**src/rtl/cga_pkg.sv**
```systemverilog
// Shared types and geometry for the CGA text-mode fetch path.
package cga_pkg;
  localparam int CHAR_W    = 8;
  localparam int CHAR_H    = 8;
  localparam int ROW_BYTES = 160;
  localparam int VRAM_AW   = 13;
  localparam int FONT_AW   = 11;

  typedef enum logic [2:0] {
    ST_IDLE, ST_REQ_CHAR, ST_REQ_ATTR, ST_REQ_FONT, ST_LOAD, ST_WAIT
  } fetch_state_t;

  // One character cell: glyph row, attribute byte, cursor-hit flag.
  typedef struct packed {
    logic [7:0] glyph;
    logic [7:0] attr;
    logic       cur;
  } cell_t;
endpackage

```
**src/rtl/cga_text_fetch_if.sv**
```systemverilog
// VRAM read port and pixel output stream of the text fetcher.
interface cga_text_fetch_if;
  import cga_pkg::*;
  logic               vram_en;
  logic [VRAM_AW-1:0] vram_addr;
  logic [7:0]         vram_dout;
  logic [3:0]         pix_out;
  logic               pix_valid;

  modport master (output vram_en, vram_addr, pix_out, pix_valid, input vram_dout);
  modport slave  (input vram_en, vram_addr, pix_out, pix_valid, output vram_dout);
endinterface

```
**src/rtl/cga_font_rom.sv**
```systemverilog
// 2048x8 character ROM addressed {char, row}, registered output.
// Glyph rows are hex constants, eight rows packed MSB-first per code;
// codes not listed read as blank.
module cga_font_rom
  import cga_pkg::*;
(
  input  logic               clk,
  input  logic [FONT_AW-1:0] addr,
  output logic [7:0]         data
);
  function automatic logic [7:0] glyph_row(input logic [FONT_AW-1:0] a);
    logic [63:0] g;
    case (a[FONT_AW-1:3])
      8'h41:   g = 64'h3078CCCCFCCCCC00;  // 'A'
      8'h42:   g = 64'hFC66667C6666FC00;  // 'B'
      default: g = 64'h0;
    endcase
    return g[8*(7-int'(a[2:0])) +: 8];
  endfunction

  // Synchronous read: data is valid one clk after addr.
  always_ff @(posedge clk)
    data <= glyph_row(addr);
endmodule

```
**src/rtl/cga_text_fetch.sv**
```systemverilog
// CGA text-mode character fetcher and pixel shifter.
// Define CGA_CURSOR_EN to enable the blinking block cursor.
module cga_text_fetch
  import cga_pkg::*;
(
  input  logic               clk,
  input  logic               reset_n,
  input  logic               pix_ce,
  input  logic               disp_en,
  input  logic               line_start,
  input  logic               frame_start,
  input  logic [VRAM_AW-1:0] start_addr,
  input  logic [VRAM_AW-1:0] cursor_addr,
  input  logic [2:0]         cursor_start,
  input  logic [2:0]         cursor_end,
  input  logic               blink_en,
  cga_text_fetch_if.master   bus
);
  fetch_state_t       state, state_nxt;
  logic [VRAM_AW-1:0] addr, row_base, base_nxt, vram_addr;
  logic [2:0]         scanline, scan_nxt;
  logic [4:0]         frame_cnt;
  logic               first_line, line_active, vram_en;
  logic [7:0]         char_q, attr_q, font_q;
  cell_t              buf_q, sh_q;
  logic               buf_full, shift, take, cur_hit;
  logic [3:0]         sh_cnt, fg, bg, pix, pix_out;
  logic               hide, pix_valid;

  cga_font_rom u_font (.clk(clk), .addr({char_q, scanline}), .data(font_q));

`ifdef CGA_CURSOR_EN
  assign cur_hit = (addr == cursor_addr) && (scanline >= cursor_start) &&
                   (scanline <= cursor_end);
`else
  // Cursor inputs are tied off; the flag is never set.
  assign cur_hit = 1'b0 & (^{cursor_addr, cursor_start, cursor_end});
`endif

  // Next scanline / row base; frame_start wins over line_start.
  always_comb begin
    base_nxt = row_base;
    scan_nxt = scanline;
    if (frame_start) begin
      base_nxt = start_addr;
      scan_nxt = '0;
    end else if (line_start && !first_line) begin
      scan_nxt = scanline + 3'd1;
      if (scanline == 3'(CHAR_H-1)) base_nxt = row_base + VRAM_AW'(ROW_BYTES);
    end
  end

  // Frame/line bookkeeping; the first line_start of a frame keeps scanline 0.
  always_ff @(posedge clk or negedge reset_n)
    if (!reset_n) begin
      row_base    <= '0;
      scanline    <= '0;
      frame_cnt   <= '0;
      first_line  <= 1'b1;
      line_active <= 1'b0;
    end else begin
      row_base <= base_nxt;
      scanline <= scan_nxt;
      if (frame_start) frame_cnt <= frame_cnt + 5'd1;
      if (line_start) begin
        first_line  <= 1'b0;
        line_active <= 1'b1;
      end else if (frame_start) first_line <= 1'b1;
    end

  // Fetch FSM next state and VRAM request; line_start restarts the fetch.
  always_comb begin
    state_nxt = state;
    vram_en   = 1'b0;
    vram_addr = addr;
    case (state)
      ST_IDLE:     state_nxt = ST_IDLE;
      ST_REQ_CHAR: begin vram_en = 1'b1; state_nxt = ST_REQ_ATTR; end
      ST_REQ_ATTR: begin
        vram_en   = 1'b1;
        vram_addr = addr + VRAM_AW'(1);
        state_nxt = ST_REQ_FONT;
      end
      ST_REQ_FONT: state_nxt = ST_LOAD;
      ST_LOAD:     state_nxt = ST_WAIT;
      ST_WAIT:     if (take) state_nxt = ST_REQ_CHAR;
      default:     state_nxt = ST_IDLE;
    endcase
    if (line_start) state_nxt = ST_REQ_CHAR;
  end

  // State register, cell address, VRAM data capture.
  always_ff @(posedge clk or negedge reset_n)
    if (!reset_n) begin
      state  <= ST_IDLE;
      addr   <= '0;
      char_q <= '0;
      attr_q <= '0;
    end else begin
      state <= state_nxt;
      if (line_start) addr <= base_nxt;
      else if (state == ST_WAIT && take) addr <= addr + VRAM_AW'(2);
      if (state == ST_REQ_ATTR) char_q <= bus.vram_dout;
      if (state == ST_REQ_FONT) attr_q <= bus.vram_dout;
    end

  // Shifter takes the buffer when empty or as its last bit goes out.
  assign shift = pix_ce && disp_en && line_active;
  assign take  = buf_full && (sh_cnt == 4'd0 || (shift && sh_cnt == 4'd1));

  // Prefetch buffer and MSB-first glyph shifter.
  always_ff @(posedge clk or negedge reset_n)
    if (!reset_n) begin
      buf_q    <= '0;
      buf_full <= 1'b0;
      sh_q     <= '0;
      sh_cnt   <= '0;
    end else if (line_start) begin
      buf_full <= 1'b0;
      sh_cnt   <= '0;
    end else begin
      if (state == ST_LOAD) begin
        buf_q    <= '{glyph: font_q, attr: attr_q, cur: cur_hit};
        buf_full <= 1'b1;
      end else if (take) buf_full <= 1'b0;
      if (take) begin
        sh_q   <= buf_q;
        sh_cnt <= 4'(CHAR_W);
      end else if (shift && sh_cnt != 4'd0) begin
        sh_q.glyph <= {sh_q.glyph[6:0], 1'b0};
        sh_cnt     <= sh_cnt - 4'd1;
      end
    end

  // Colour of the current pixel: blink hides, cursor forces foreground.
  always_comb begin
    fg   = sh_q.attr[3:0];
    bg   = blink_en ? {1'b0, sh_q.attr[6:4]} : sh_q.attr[7:4];
    hide = blink_en && sh_q.attr[7] && frame_cnt[4];
    pix  = (sh_q.glyph[7] && !hide) ? fg : bg;
    if (sh_q.cur && frame_cnt[3]) pix = fg;
  end

  // Registered pixel output, blanked outside active display.
  always_ff @(posedge clk or negedge reset_n)
    if (!reset_n) begin
      pix_out   <= '0;
      pix_valid <= 1'b0;
    end else begin
      pix_valid <= disp_en && line_active;
      if (!disp_en) pix_out <= '0;
      else if (shift) pix_out <= pix;
    end

  assign bus.vram_en   = vram_en;
  assign bus.vram_addr = vram_addr;
  assign bus.pix_out   = pix_out;
  assign bus.pix_valid = pix_valid;
endmodule

```
**src/flat_wrapper.sv**
```systemverilog
// flat-port wrapper written by rule: the top's interface ports become plain ports
module cga_text_fetch_flat import cga_pkg::*;
  (clk, reset_n, pix_ce, disp_en, line_start, frame_start, start_addr, cursor_addr, cursor_start, cursor_end, blink_en, bus_vram_en, bus_vram_addr, bus_pix_out, bus_pix_valid, bus_vram_dout);
  cga_text_fetch_if bus_i ();
  input  logic clk;
  input  logic reset_n;
  input  logic pix_ce;
  input  logic disp_en;
  input  logic line_start;
  input  logic frame_start;
  input  logic [VRAM_AW-1:0] start_addr;
  input  logic [VRAM_AW-1:0] cursor_addr;
  input  logic [2:0] cursor_start;
  input  logic [2:0] cursor_end;
  input  logic blink_en;
  output wire logic [$bits(bus_i.vram_en)-1:0] bus_vram_en;
  output wire logic [$bits(bus_i.vram_addr)-1:0] bus_vram_addr;
  output wire logic [$bits(bus_i.pix_out)-1:0] bus_pix_out;
  output wire logic [$bits(bus_i.pix_valid)-1:0] bus_pix_valid;
  input wire logic [$bits(bus_i.vram_dout)-1:0] bus_vram_dout;
  assign bus_vram_en = bus_i.vram_en;
  assign bus_vram_addr = bus_i.vram_addr;
  assign bus_pix_out = bus_i.pix_out;
  assign bus_pix_valid = bus_i.pix_valid;
  assign bus_i.vram_dout = bus_vram_dout;
  cga_text_fetch u_core (.clk(clk), .reset_n(reset_n), .pix_ce(pix_ce), .disp_en(disp_en), .line_start(line_start), .frame_start(frame_start), .start_addr(start_addr), .cursor_addr(cursor_addr), .cursor_start(cursor_start), .cursor_end(cursor_end), .blink_en(blink_en), .bus(bus_i));
endmodule
```
**config.mk**
```make
export PLATFORM = sky130hd
export DESIGN_NAME = cga_text_fetch_flat
export DESIGN_NICKNAME = d
export VERILOG_FILES = /design/src/rtl/cga_pkg.sv /design/src/rtl/cga_text_fetch_if.sv /design/src/rtl/cga_font_rom.sv /design/src/rtl/cga_text_fetch.sv /design/src/flat_wrapper.sv
export SDC_FILE = /design/constraint.sdc
export NUM_CORES = 1
export LEC_CHECK = 0
export CORE_MARGIN = 2
export CORE_UTILIZATION = 30
export CTS_BUF_LIST = sky130_fd_sc_hd__clkbuf_2 sky130_fd_sc_hd__clkbuf_4 sky130_fd_sc_hd__clkbuf_8
export DETAILED_ROUTE_END_ITERATION = 12
export PLACE_DENSITY = 0.6
export SLEW_MARGIN = 20
export SYNTH_ARGS = -nofsm -noshare
export SYNTH_HDL_FRONTEND = slang
export SYNTH_SLANG_ARGS = --single-unit
export TNS_END_PERCENT = 5
```
**constraint.sdc**
```tcl
create_clock -name clk -period 3.2 [get_ports clk]
set_input_delay 0.64 -clock clk [delete_from_list [all_inputs] [get_ports clk]]
set_output_delay 0.64 -clock clk [all_outputs]
set_load 0.1 [all_outputs]
```
==> flow_summary.toml, run 1 <==
[clock_network]
ctsLongestPathBuffers = 2
cts_sinks = 102
cts_root_buffer = "clkbuf_8"
clock_latency_ns = 0.36
hold_buffers = 0
post_cts_resized = 0
post-cts-setup-buffers = 0
clk_pin_slew_worst_paths_ns = 0.08
cts_buffers = 9
htreeDepth = 3
cts_tree = "yes"

[pwr]
p_leak_nw = 2.47
swShare_pct = 34.2
power.switching_mw = 1.32
power_frac_comb_pct = 30.6
vdd_drop_max_mv = 0.363
p_seq_share_pct = 48.0
power.density_nw_per_um2 = 662
pwr-share-clk_pct = 21.4
internal_power_mw = 2.53

[synth]
syn_nets = 478
yosysWarnings = 0
netlist_area_um2 = 4800
synth_edf_count = 0
synth.largest_area_cell = "dfrtp_1"
ys_seq_area_share_pct = 52.4
syn_inst = 423
syn_avg_cell_area_um2 = 11.4
ys_async_sr_fraction_pct = 93.1
ys_types = 57
synth.top_cell.area_share_pct = 49.0
synth-seq-cells = 102
ys.flop_type = "dfrtp_1"
synth_area_leaders = "dfrtp_1 (49%), mux2_2 (12%), xnor2_1 (3.8%)"

[global_route]
grt_antenna_before_repair = 0
grt_pass1_wl_um = 15900
grt_use_total_pct = 11.9
grt.overflow.total = 0
grt_pass1_vias = 3260
grt_max_degree = 96

[drt]
drtIter0Drc = 176
routed_wirelength_um = 9440
viasPerCell = 4.66
routed-via-count = 3209
firstDrtPassIters = 4
postRouteAntennaNets = 0
routedWlPerCell_um = 13.7
drc = 0

[die]
die_h_um = 131
die-area_um2 = 17000
initial_core_util_pct = 30.5
core-area_um2 = 15800
rows = 46
io-pin-count = 66
die_x_um = 131

[setup_path]
cp.required_ns = 2.56
reg2reg_from = "u_core.scanline[1]$_DFFE_PN0P_"
start_kind = "register"
rr_endpoint = "u_core.addr[12]$_DFFE_PN0P_"
r2r.worst_path.cells = 7
critPathArrivalTime_ns = 2.16
rrSetupSlack_ns = 1.00
path_class = "reg2out"
end_kind = "output pin"
cp-startpoint = "u_core.addr[2]$_DFFE_PN0P_"
path_max_fanout = 6

[timing]
finalCriticalPeriod_ns = 2.80
setup_viol = 0
tightestPinTransition_ns = 0.636
rsz0062_at_grt = "false"
clock_skew_ns = 0.00839
finalWorstSetupSlack_ns = 0.401
final-max-slew-violation-count = 0
fmax_mhz = 357
finalCritPeriodShare_pct = 87.5
hold_viol = 0
relSlewSlack_pct = 57.2
setup-tns-final_ns = 0

[final_layout]
seq_area_um2 = 2520
final_common_cell = "dfrtp_1"
final_cell_mix = "dfrtp_1 (94), mux2_2 (51), nand2_1 (36)"
fin_area_um2 = 5820
area_growth_pct = 21.1
multi_input_area_um2 = 2140
layout-drive-gt1-share_pct = 22.9
antennaDiodeCount = 0
fillerInstances = 1543
post-route-util_pct = 36.9
final_nets = 522

[placement]
place_hpwl_um = 6850
gp_congestion = 0.794
place_area_um2 = 5620
io_buffers = 46
dp_slack_ns = 0.402

[flow_run]
drv_cap = 0

[run_status]
status = "complete, no violations"

[hold_path]
hold_path.class = "in2async"
how the worst max path moves through the flow:
stage / endpoint / slack [ns] / cells after the start
after floorplan: bus_vram_addr[8] / -0.18 / 6
after global placement: u_core.addr[12]$_DFFE_PN0P_ / 0.50 / 6
after detailed placement: u_core.addr[12]$_DFFE_PN0P_ / 0.40 / 6
after CTS: bus_vram_addr[12] / 0.36 / 6
after global routing: bus_vram_addr[11] / 0.23 / 6
final: bus_vram_addr[11] / 0.40 / 6
metrics by stage:
step / hold WS (ns) / power (mW) / instances
2_1_floorplan: 0.344 / 2.69 / 423
3_3_place_gp: 0.444 / 3.02 / 672
3_5_place_dp: 0.451 / 3.07 / 672
4_1_cts: 0.336 / 3.91 / 688
5_1_grt: 0.322 / 4.09 / 688
6_report: 0.275 / 3.85 / 688
kinds of logic (layout without fill, tap and decap cells):
logic type,after synthesis,after routing,synth area share [%]
and+or+nand+nor,126,126,14.0
DFF,102,102,52.4
muxes,63,63,14.5
AOI/OAI and AO/OA,55,55,6.95
xor gates and xnor gates,39,39,7.11
buffers and inverters,30,79,2.97
adders and majority gates,8,8,2.08
worst max-delay path, cell delays in order, from the launching register on:
cell and delay (ns):
dfrtp_1 0.47, ha_1 0.23, nand3_1 0.16, nor2_1 0.27, nand4_1 0.16, xnor2_1 0.29
buf_12 0.22
power groups by stage:
stage          logic (mW)  registers (mW)  clock network (mW)
6_report             1.18            1.85               0.824
5_1_grt              1.28            1.90               0.912
4_1_cts              1.20            1.85               0.856
3_5_place_dp         1.19            1.88                   0
3_3_place_gp         1.16            1.86                   0
2_1_floorplan       0.849            1.84                   0
registers in the layout, indices dropped and copies added, names as in the netlist, 3 cells and up:
name / count
u_core.row_base: 13
u_core.frame_cnt: 5
u_core.sh_q: 11
u_core.char_q: 8
u_core.fg: 4
u_core.scanline: 3
u_core.state: 3
u_core.attr_q: 8
u_core.bus.pix_out: 4
u_core.addr: 13
u_core.u_font.data: 7
u_core.sh_cnt: 4
u_core.buf_q: 15
area by class of cell:
type | instances | area share [%]
repair buffers | 55 | 11.2
clock buffers | 11 | 2.49
clock inverters | 5 | 0.989
multi-input cells | 291 | 36.8
flip-flops and latches | 102 | 43.3
inverters | 8 | 0.516
well taps | 216 | 4.65
cell usage after synthesis, types with 6 or more instances:
library cell and instances:
xor2_1 18, ha_1 8, nand2_1 36, clkbuf_1 11, dfrtp_1 94, dfxtp_1 7, a21oi_1 15, inv_1 8
nor3_1 7, buf_2 6, xnor2_1 21, mux2_2 51, o21ai_0 20, nand4_1 6, nor2_1 34, mux2i_1 12
nand3_1 13
layer usage:
| layer | wire, um | vias up | global-route usage, % |
|---|---|---|---|
| li1 | - | 1568 | - |
| met1 | 4430 | 1582 | 15.9 |
| met2 | 4580 | 51 | 19.3 |
| met3 | 317 | 8 | 2.52 |
| met4 | 104 | 0 | 3.94 |
| met5 | 0 | - | 0 |
(Power assumes the default switching activity.)
==> inputs of run 2 (changes only) <==
--- a/config.mk
+++ b/config.mk
@@ -9,7 +9,7 @@
 export CORE_UTILIZATION = 30
 export CTS_BUF_LIST = sky130_fd_sc_hd__clkbuf_2 sky130_fd_sc_hd__clkbuf_4 sky130_fd_sc_hd__clkbuf_8
 export DETAILED_ROUTE_END_ITERATION = 12
-export PLACE_DENSITY = 0.6
+export GPL_ROUTABILITY_DRIVEN = 0
 export SLEW_MARGIN = 20
 export SYNTH_ARGS = -nofsm -noshare
 export SYNTH_HDL_FRONTEND = slang
==> constraint.sdc (replaced) <==
create_clock -name clk -period 2.7 [get_ports clk]
set_input_delay 0.54 -clock clk [delete_from_list [all_inputs] [get_ports clk]]
set_output_delay 0.54 -clock clk [all_outputs]
set_load 0.1 [all_outputs]
==> flow_summary.toml, run 2 (same netlist as run 1, synthesis figures left out) <==
[drt]
routed-via-count = 3204
drtIter0Drc = 116
drc = 0
routed_wirelength_um = 9480
routedWlPerCell_um = 13.6
postRouteAntennaNets = 0
viasPerCell = 4.60
firstDrtPassIters = 4

[die]
rows = 46
die_h_um = 131
core-area_um2 = 15800
io-pin-count = 66
die_x_um = 131
die-area_um2 = 17000
initial_core_util_pct = 30.5

[run_status]
status = "complete, no violations"

[setup_path]
critPathArrivalTime_ns = 2.03
end_kind = "output pin"
cpLargestDelayFamily = "simple AND/OR/NAND/NOR gates"
cpPeakStageDelay_ns = 0.46
crit_slowest_cell = "dfrtp_1"
rrSetupSlack_ns = 0.48
start_kind = "register"
reg2reg_from = "u_core.scanline[1]$_DFFE_PN0P_"
path_max_fanout = 6
path_cells = "ha_1, nand3_1, nor2_2, nand4_1, xnor2_2, buf_12"
path_class = "reg2out"
rr_endpoint = "u_core.addr[12]$_DFFE_PN0P_"
cp.required_ns = 2.16
r2r.worst_path.cells = 7
crit_buf_inv = 1

[clock_network]
clock_latency_ns = 0.35
cts_tree = "yes"
cts_sinks = 102
htreeDepth = 3
hold_buffers = 0
ctsLongestPathBuffers = 2
cts_buffers = 9
cts_root_buffer = "clkbuf_8"
clk_pin_slew_worst_paths_ns = 0.09

[final_layout]
final_cell_mix = "dfrtp_1 (91), mux2_2 (51), nand2_1 (36)"
largest_register = "u_core.buf_q"
final_common_cell = "dfrtp_1"
reg_top3 = "u_core.buf_q x15, u_core.addr x13, u_core.row_base x13"
layout-drive-gt1-share_pct = 25.8
antennaDiodeCount = 0
final_nets = 530
area_growth_pct = 23.4
post-route-util_pct = 37.6
largest_reg_flops = 15

[timing]
rsz0062_at_grt = "true"
final-max-slew-violation-count = 0
clock_skew_ns = 0.00617
finalCriticalPeriod_ns = 2.57
setup_viol = 0
finalWorstSetupSlack_ns = 0.129
relSlewSlack_pct = 58.3
fmax_mhz = 389
hold_viol = 0
tightestPinTransition_ns = 0.625
finalCritPeriodShare_pct = 95.2

[hold_path]
hold_path.class = "in2async"

[flow_run]
drv_cap = 0

[global_route]
grt_antenna_before_repair = 0
grt.overflow.total = 0
grt_use_total_pct = 12.1
grt_pass1_wl_um = 16200
grt_max_degree = 49
grt_pass1_vias = 3251

[placement]
dp_slack_ns = 0.310
place_hpwl_um = 7110
io_buffers = 46

[pwr]
vdd_drop_max_mv = 0.449
p_leak_nw = 2.54
power.density_nw_per_um2 = 770
run 2: worst reg2reg max path, stage by stage, from the launching register on:
cell and delay [ns]:
dfrtp_1 0.58, ha_1 0.23, ha_1 0.18, and4b_4 0.27
nor4bb_4 0.22, xor2_1 0.10, mux2_2 0.28, mux2_2 0.27
run 2: final cells by class:
type	instances	area, um^2
fillers	1561	9840
flip-flops and latches	102	2520
multi-input cells	291	2180
repair buffers	63	731
well taps	216	270
clock buffers	12	153
clock inverters	4	47.5
inverters	8	30.0
run 2: where the power goes:
group,leakage (nW),internal (mW),switching (mW),total (mW)
clock,0.103,0.472,0.483,0.955
sequential,1.24,1.92,0.284,2.20
combinational,1.20,0.636,0.776,1.41
run 2: metal layers:
layer	up-vias	GRT usage, %	part of all wire [%]
met2	35	19.9	49
met5	-	0	0
li1	1577	-	-
met1	1584	16.2	48
met4	0	3.94	1.2
met3	8	2.36	2.2
run 2: what timing repair did:
item	CTS	global route
pin swaps	2	2
gates resized for setup	1	10
buffers inserted	0	1
setup endpoints to repair	2	8
run 2: worst max path at each step:
| stage | from | end | slack [ns] | cells past startpoint |
|---|---|---|---|---|
| 2_1_floorplan | u_core.state[0]$_DFFE_PN0P_ | bus_vram_addr[8] | -0.58 | 6 |
| 3_3_place_gp | pix_ce | u_core.addr[4]$_DFFE_PN0P_ | 0.34 | 6 |
| 3_5_place_dp | pix_ce | u_core.addr[4]$_DFFE_PN0P_ | 0.31 | 6 |
| 4_1_cts | u_core.state[0]$_DFFE_PN0P_ | bus_vram_addr[12] | 0.008 | 6 |
| 5_1_grt | u_core.addr[1]$_DFFE_PN0P_ | bus_vram_addr[11] | -0.02 | 6 |
| 6_report | u_core.addr[1]$_DFFE_PN0P_ | bus_vram_addr[11] | 0.13 | 6 |
run 2: metrics by stage:
step / total power, mW / instances / instance area, um^2 / hold WS (ns) / TNS (ns)
final: 4.57 / 696 / 5930 / 0.189 / 0
after global routing: 4.86 / 696 / 5930 / 0.217 / -0.0185
after CTS: 4.63 / 695 / 5890 / 0.201 / 0
after detailed placement: 3.65 / 679 / 5680 / 0.448 / 0
after global placement: 3.60 / 679 / 5680 / 0.444 / 0
after floorplan: 3.19 / 423 / 4800 / 0.244 / -5.83
